===== config.mk =====
export PLATFORM = sky130hd
export DESIGN_NAME = dac_cmd_queue
export DESIGN_NICKNAME = d
export VERILOG_FILES = /design/src/rtl/dac_cmd_queue.sv
export SDC_FILE = /design/constraint.sdc
export NUM_CORES = 1
export LEC_CHECK = 0
export CORE_ASPECT_RATIO = 0.6
export CORE_MARGIN = 2
export CORE_UTILIZATION = 58
export DETAILED_ROUTE_END_ITERATION = 16
export PLACE_DENSITY = 0.79
export SYNTH_ARGS = -nofsm -noshare
export SYNTH_HDL_FRONTEND = slang
export SYNTH_SLANG_ARGS = --single-unit

===== constraint.sdc =====
create_clock -name clk -period 4.45 [get_ports clk]
set_input_delay 0.6675 -clock clk [delete_from_list [all_inputs] [get_ports clk]]
set_output_delay 0.6675 -clock clk [all_outputs]
set_load 0.05 [all_outputs]

===== src/rtl/dac_cmd_queue.sv =====
`default_nettype none
// ============================================================================
// Module   : dac_cmd_queue
// Purpose  : Command FIFO and dispatcher that feeds the DAC SPI serializer.
//            Words {comm, addr, data} are queued. One word at a time is
//            presented on dac_comm/addr/data, a one-cycle dac_start pulse is
//            issued, and the next word is held back until the serializer's
//            spi_enable has risen and fallen and an idle gap has elapsed.
// Ports    : clk, rst (async, active high)
//            wr_en, wr_comm, wr_addr, wr_data   - push side
//            run, clr_err                       - control
//            spi_enable                         - serializer frame-active
//            dac_comm, dac_addr, dac_data       - held word to serializer
//            dac_start                          - start pulse (ext_ctrl)
//            full, empty, count                 - FIFO status
//            busy, err_ovf, err_tmo, sent_cnt   - dispatcher status
// Revision : 1.0 - initial release
// ============================================================================
module dac_cmd_queue #(
  parameter int DEPTH   = 8,
  parameter int AW      = 3,
  parameter int TIMEOUT = 128,
  parameter int GAP_CYC = 16
) (
  input  logic          clk,
  input  logic          rst,
  input  logic          wr_en,
  input  logic [3:0]    wr_comm,
  input  logic [3:0]    wr_addr,
  input  logic [15:0]   wr_data,
  input  logic          run,
  input  logic          clr_err,
  input  logic          spi_enable,
  output logic [3:0]    dac_comm,
  output logic [3:0]    dac_addr,
  output logic [15:0]   dac_data,
  output logic          dac_start,
  output logic          full,
  output logic          empty,
  output logic [AW:0]   count,
  output logic          busy,
  output logic          err_ovf,
  output logic          err_tmo,
  output logic [15:0]   sent_cnt
);

  // A GAP_CYC of 0 still spends one cycle in GAP.
  localparam int c_gap_n = (GAP_CYC < 1) ? 1 : GAP_CYC;
  localparam int c_gw    = (c_gap_n > 1) ? $clog2(c_gap_n) : 1;
  localparam int c_tw    = (TIMEOUT > 1) ? $clog2(TIMEOUT) : 1;

  typedef enum logic [2:0] {
    ST_IDLE      = 3'd0,
    ST_LAUNCH    = 3'd1,
    ST_WAIT_BUSY = 3'd2,
    ST_WAIT_DONE = 3'd3,
    ST_GAP       = 3'd4
  } state_t;

  state_t            r_state;
  state_t            w_state_nxt;

  logic [23:0]       r_mem [DEPTH];
  logic [AW-1:0]     r_wr_ptr;
  logic [AW-1:0]     r_rd_ptr;
  logic [AW:0]       r_count;
  logic [AW:0]       w_count_nxt;
  logic              r_full;
  logic              r_empty;

  logic [c_tw-1:0]   r_timer;
  logic [c_gw-1:0]   r_gap;
  logic [3:0]        r_dac_comm;
  logic [3:0]        r_dac_addr;
  logic [15:0]       r_dac_data;
  logic              r_dac_start;
  logic              r_err_ovf;
  logic              r_err_tmo;
  logic [15:0]       r_sent_cnt;

  logic              w_pop;
  logic              w_push;
  logic              w_ovf;
  logic              w_tmo;
  logic              w_done;

  // A pop frees a slot in the same cycle, so a push while full is accepted
  // whenever the dispatcher is popping.
  assign w_pop  = (r_state == ST_IDLE) && run && !r_empty;
  assign w_push = wr_en && (!r_full || w_pop);
  assign w_ovf  = wr_en && r_full && !w_pop;
  assign w_tmo  = (r_state == ST_WAIT_BUSY) && !spi_enable &&
                  (r_timer == c_tw'(TIMEOUT - 1));
  assign w_done = (r_state == ST_WAIT_DONE) && !spi_enable;

  always_comb begin
    w_count_nxt = r_count;
    case ({w_push, w_pop})
      2'b10:   w_count_nxt = r_count + (AW+1)'(1);
      2'b01:   w_count_nxt = r_count - (AW+1)'(1);
      default: w_count_nxt = r_count;
    endcase
  end

  // Storage array carries no reset; only the pointers define validity.
  always_ff @(posedge clk) begin
    if (w_push) begin
      r_mem[r_wr_ptr] <= {wr_comm, wr_addr, wr_data};
    end
  end

  always_ff @(posedge clk or posedge rst) begin
    if (rst) begin
      r_wr_ptr <= '0;
      r_rd_ptr <= '0;
      r_count  <= '0;
      r_empty  <= 1'b1;
      r_full   <= 1'b0;
    end else begin
      if (w_push) r_wr_ptr <= r_wr_ptr + AW'(1);
      if (w_pop)  r_rd_ptr <= r_rd_ptr + AW'(1);
      r_count <= w_count_nxt;
      r_empty <= (w_count_nxt == '0);
      r_full  <= (w_count_nxt == (AW+1)'(DEPTH));
    end
  end

  always_comb begin
    w_state_nxt = r_state;
    case (r_state)
      ST_IDLE:      if (w_pop) w_state_nxt = ST_LAUNCH;
      ST_LAUNCH:    w_state_nxt = ST_WAIT_BUSY;
      ST_WAIT_BUSY: begin
        if (spi_enable)  w_state_nxt = ST_WAIT_DONE;
        else if (w_tmo)  w_state_nxt = ST_GAP;
      end
      ST_WAIT_DONE: if (!spi_enable) w_state_nxt = ST_GAP;
      ST_GAP:       if (r_gap == c_gw'(c_gap_n - 1)) w_state_nxt = ST_IDLE;
      default:      w_state_nxt = ST_IDLE;
    endcase
  end

  always_ff @(posedge clk or posedge rst) begin
    if (rst) begin
      r_state     <= ST_IDLE;
      r_timer     <= '0;
      r_gap       <= '0;
      r_dac_comm  <= '0;
      r_dac_addr  <= '0;
      r_dac_data  <= '0;
      r_dac_start <= 1'b0;
      r_err_ovf   <= 1'b0;
      r_err_tmo   <= 1'b0;
      r_sent_cnt  <= '0;
    end else begin
      r_state <= w_state_nxt;

      // Start is issued for the cycle following the pop, i.e. while in LAUNCH.
      r_dac_start <= w_pop;
      if (w_pop) begin
        {r_dac_comm, r_dac_addr, r_dac_data} <= r_mem[r_rd_ptr];
      end

      if (r_state == ST_LAUNCH) begin
        r_timer <= '0;
      end else if ((r_state == ST_WAIT_BUSY) && !spi_enable && !w_tmo) begin
        r_timer <= r_timer + c_tw'(1);
      end

      if (r_state != ST_GAP) r_gap <= '0;
      else                   r_gap <= r_gap + c_gw'(1);

      if (w_done) r_sent_cnt <= r_sent_cnt + 16'd1;

      // A new error in the same cycle as clr_err takes priority.
      if (w_ovf)        r_err_ovf <= 1'b1;
      else if (clr_err) r_err_ovf <= 1'b0;

      if (w_tmo)        r_err_tmo <= 1'b1;
      else if (clr_err) r_err_tmo <= 1'b0;
    end
  end

  assign dac_comm  = r_dac_comm;
  assign dac_addr  = r_dac_addr;
  assign dac_data  = r_dac_data;
  assign dac_start = r_dac_start;
  assign full      = r_full;
  assign empty     = r_empty;
  assign count     = r_count;
  assign busy      = (r_state != ST_IDLE);
  assign err_ovf   = r_err_ovf;
  assign err_tmo   = r_err_tmo;
  assign sent_cnt  = r_sent_cnt;

endmodule
`default_nettype wire


==> flow_summary.toml <==
[timing]
max_freq_mhz = 300
setup_viol_count_final = 0
finalHoldViolations = 0
grt_setup_unrepaired = "no"
slew_violations = 0
post-route-period-util = 0.748
finalCriticalPeriod_ps = 3330
fin_worst_skew_ps = 26.4
finalSetupTns_ps = 0
slew_headroom = 0.322
worst_pin_slew_ps = 1020

[yosys]
synthFlopType = "edfxtp_1"
synth_area_mm2 = 0.0102
synth_edf_count = 192
yosys.area.top_type = "edfxtp_1"
ys_ff_latch = 261
synth_area_leaders = "edfxtp_1 (57%), dfrtp_1 (17%), mux4_2 (11%)"
ys_types = 45
async_reset_ff_frac = 0.264
yosysSeqAreaShare = 0.737
synth_most_common_cell = "edfxtp_1"
synthCells = 562
ys_warn_count = 0
ys_top_cells_by_count = "edfxtp_1 (192), dfrtp_1 (68), mux4_2 (48)"
syn_area_per_cell_um2 = 18.1
yosys.area.top_type_share = 0.567
synth_nets = 600

[worst_setup_path]
worstPathMaxFanout = 8
worstSetupPathType = "flop to flop"
crit_arrival_ps = 3790
r2r-start = "r_state[0]"
endpoint = "full"
crit_required_ps = 4910
cp-end-kind = "flop"
startpoint_type = "flop"
cp-startpoint = "r_state[0]"
rrSetupSlack_ps = 1120
reg2reg_to = "full"
ff2ff_path_depth = 10

[routing]
drc_errors = 0
viasPerCell = 5.88
antenna_left = 0
num_vias = 5311
wirelength_um = 19200
drtIter0Drc = 452
drt_pass1_iterations = 4
routedWlPerCell_um = 21.3

[clock_network]
cts_resized = 0
cts-root-buf = "clkbuf_16"
postCtsHoldBufs = 0
cts-htree-levels = 1
clock_latency_ps = 520
path_clk_slew_ps = 60
cts.path.max_buffers = 3
cts_setup_buffers = 0
cts_tree = "yes"
cts_inserted_buffers = 23
numClockSinks = 261

[global_routing]
grtUsageMet2 = 0.352
grt_use_total = 0.217
grt_use_met3 = 0.0340
first_global_vias = 5474
grt_overflow_total = 0
antenna_found_initial = 0
grt_pass1_wl_um = 30600
top_usage_layer = "met2"
grt_util_met1 = 0.325
grt_max_degree = 52

[die]
fp.dieH_um = 107
fp.dieArea_mm2 = 0.0186
start_util = 0.593
row_count = 37
die_w_um = 175
coreArea_mm2 = 0.0171
num_io_pins = 80

[final_layout]
multi_input_area_mm2 = 0.00258
drive_above_1_share = 0.163
num_antenna_cells = 0
syn2layout_area_growth_pct = 17.8
final_util = 0.699
layout.nets = 691
n_fill_cell = 1095
regArea_mm2 = 0.00750

[placement]
hpwl_um = 11200
place.gp.congestion = 0.797
io_buffers = 79

[min_path]
hold_class = "flop to flop"

[run_status]
outcome = "complete, no violations"

[pwr]
power_mw = 7.94
peakVddDrop_v = 0.000321
leakage_nw = 4.25
pwr_density_cell_mw_per_mm2 = 663

[job]
cap_violations = 0
[cells by family (layout without fill, tap and decap cells)]
group | after synthesis | after routing | synth area share
DFF | 261 | 261 | 0.737
xor gates and xnor gates | 27 | 27 | 0.0246
muxes | 78 | 78 | 0.136
buffers and inverters | 29 | 137 | 0.0124
adders and majority gates | 8 | 8 | 0.00985
AOI/OAI and AO/OA | 44 | 44 | 0.0252
and+or+nand+nor | 115 | 115 | 0.0543
[report_power, final]
part	switching (mW)	internal, mW
Combinational	1.43	1.08
Clock	0.845	1.06
Sequential	0.409	3.11
Total	2.68	5.26
[routing by layer]
metal,share of wire,vias up
met5,0,-
met4,0.012,0
met3,0.059,19
met2,0.48,173
met1,0.45,2758
li1,-,2361
[registers in the layout, indices dropped and copies added (netlist names), 4 cells and up]
name and flops:
r_gap 4, r_mem 192, dac_data 16, dac_comm 4
count 4, r_timer 7, dac_addr 4, sent_cnt 16
[final cells by class]
type | instances | area share
clock inverter | 15 | 0.00982
sequential | 261 | 0.626
clock buffer | 27 | 0.0493
inverter | 4 | 0.00125
timing repair buffer | 91 | 0.0736
tap | 234 | 0.0245
multi-input combinational | 272 | 0.215
[placed cells by master, fill, tap and decap left out, drive strengths merged, types with 2 or more instances in the layout]
master,n
buf,12
xor2,6
xnor2,20
and3,6
clkbuf,27
a41oi,2
clkdlybuf4s50,79
nand3,12
dfrtp,68
edfxtp,192
nor2,18
o21ai,30
bufinv,2
or2,3
and4,2
mux4,48
ha,8
nor2b,2
inv,5
or3,2
nand2,47
mux2i,27
a21oi,4
nor3,10
mux2,3
nand2b,4
nand4,4
clkinv,12
[worst max-delay path, cell delays in order, from the launching register on]
cell and delay, ps:
dfrtp_1 440, or3_1 430, o21ai_1 240, nand2_1 290, ha_1 380, xor2_1 200
ha_1 200, a21oi_1 260, xnor3_1 260, o2bb2a_1 320, o21ba_2 240
[how the worst min path moves through the flow]
stage,slack (ps),to,cells after the start,startpoint
2_1_floorplan,430,r_gap[0],1,r_gap[0]
3_3_place_gp,450,r_gap[0],1,r_gap[0]
3_5_place_dp,450,r_gap[0],1,r_gap[0]
4_1_cts,460,r_gap[0],1,r_gap[0]
5_1_grt,500,r_gap[0],1,r_gap[0]
6_report,470,r_gap[0],1,r_gap[0]
[metrics by stage]
step / worst slack, ps / cell area [um^2] / instances / hold slack (ps)
after global routing: 977 / 12000 / 904 / 495
after detailed placement: 821 / 11300 / 862 / 454
after floorplan: 129 / 10200 / 562 / 433
after CTS: 1150 / 12000 / 904 / 463
after global placement: 998 / 11300 / 862 / 447
final: 1120 / 12000 / 904 / 466
Note: power is estimated with default switching activity, not from simulation.
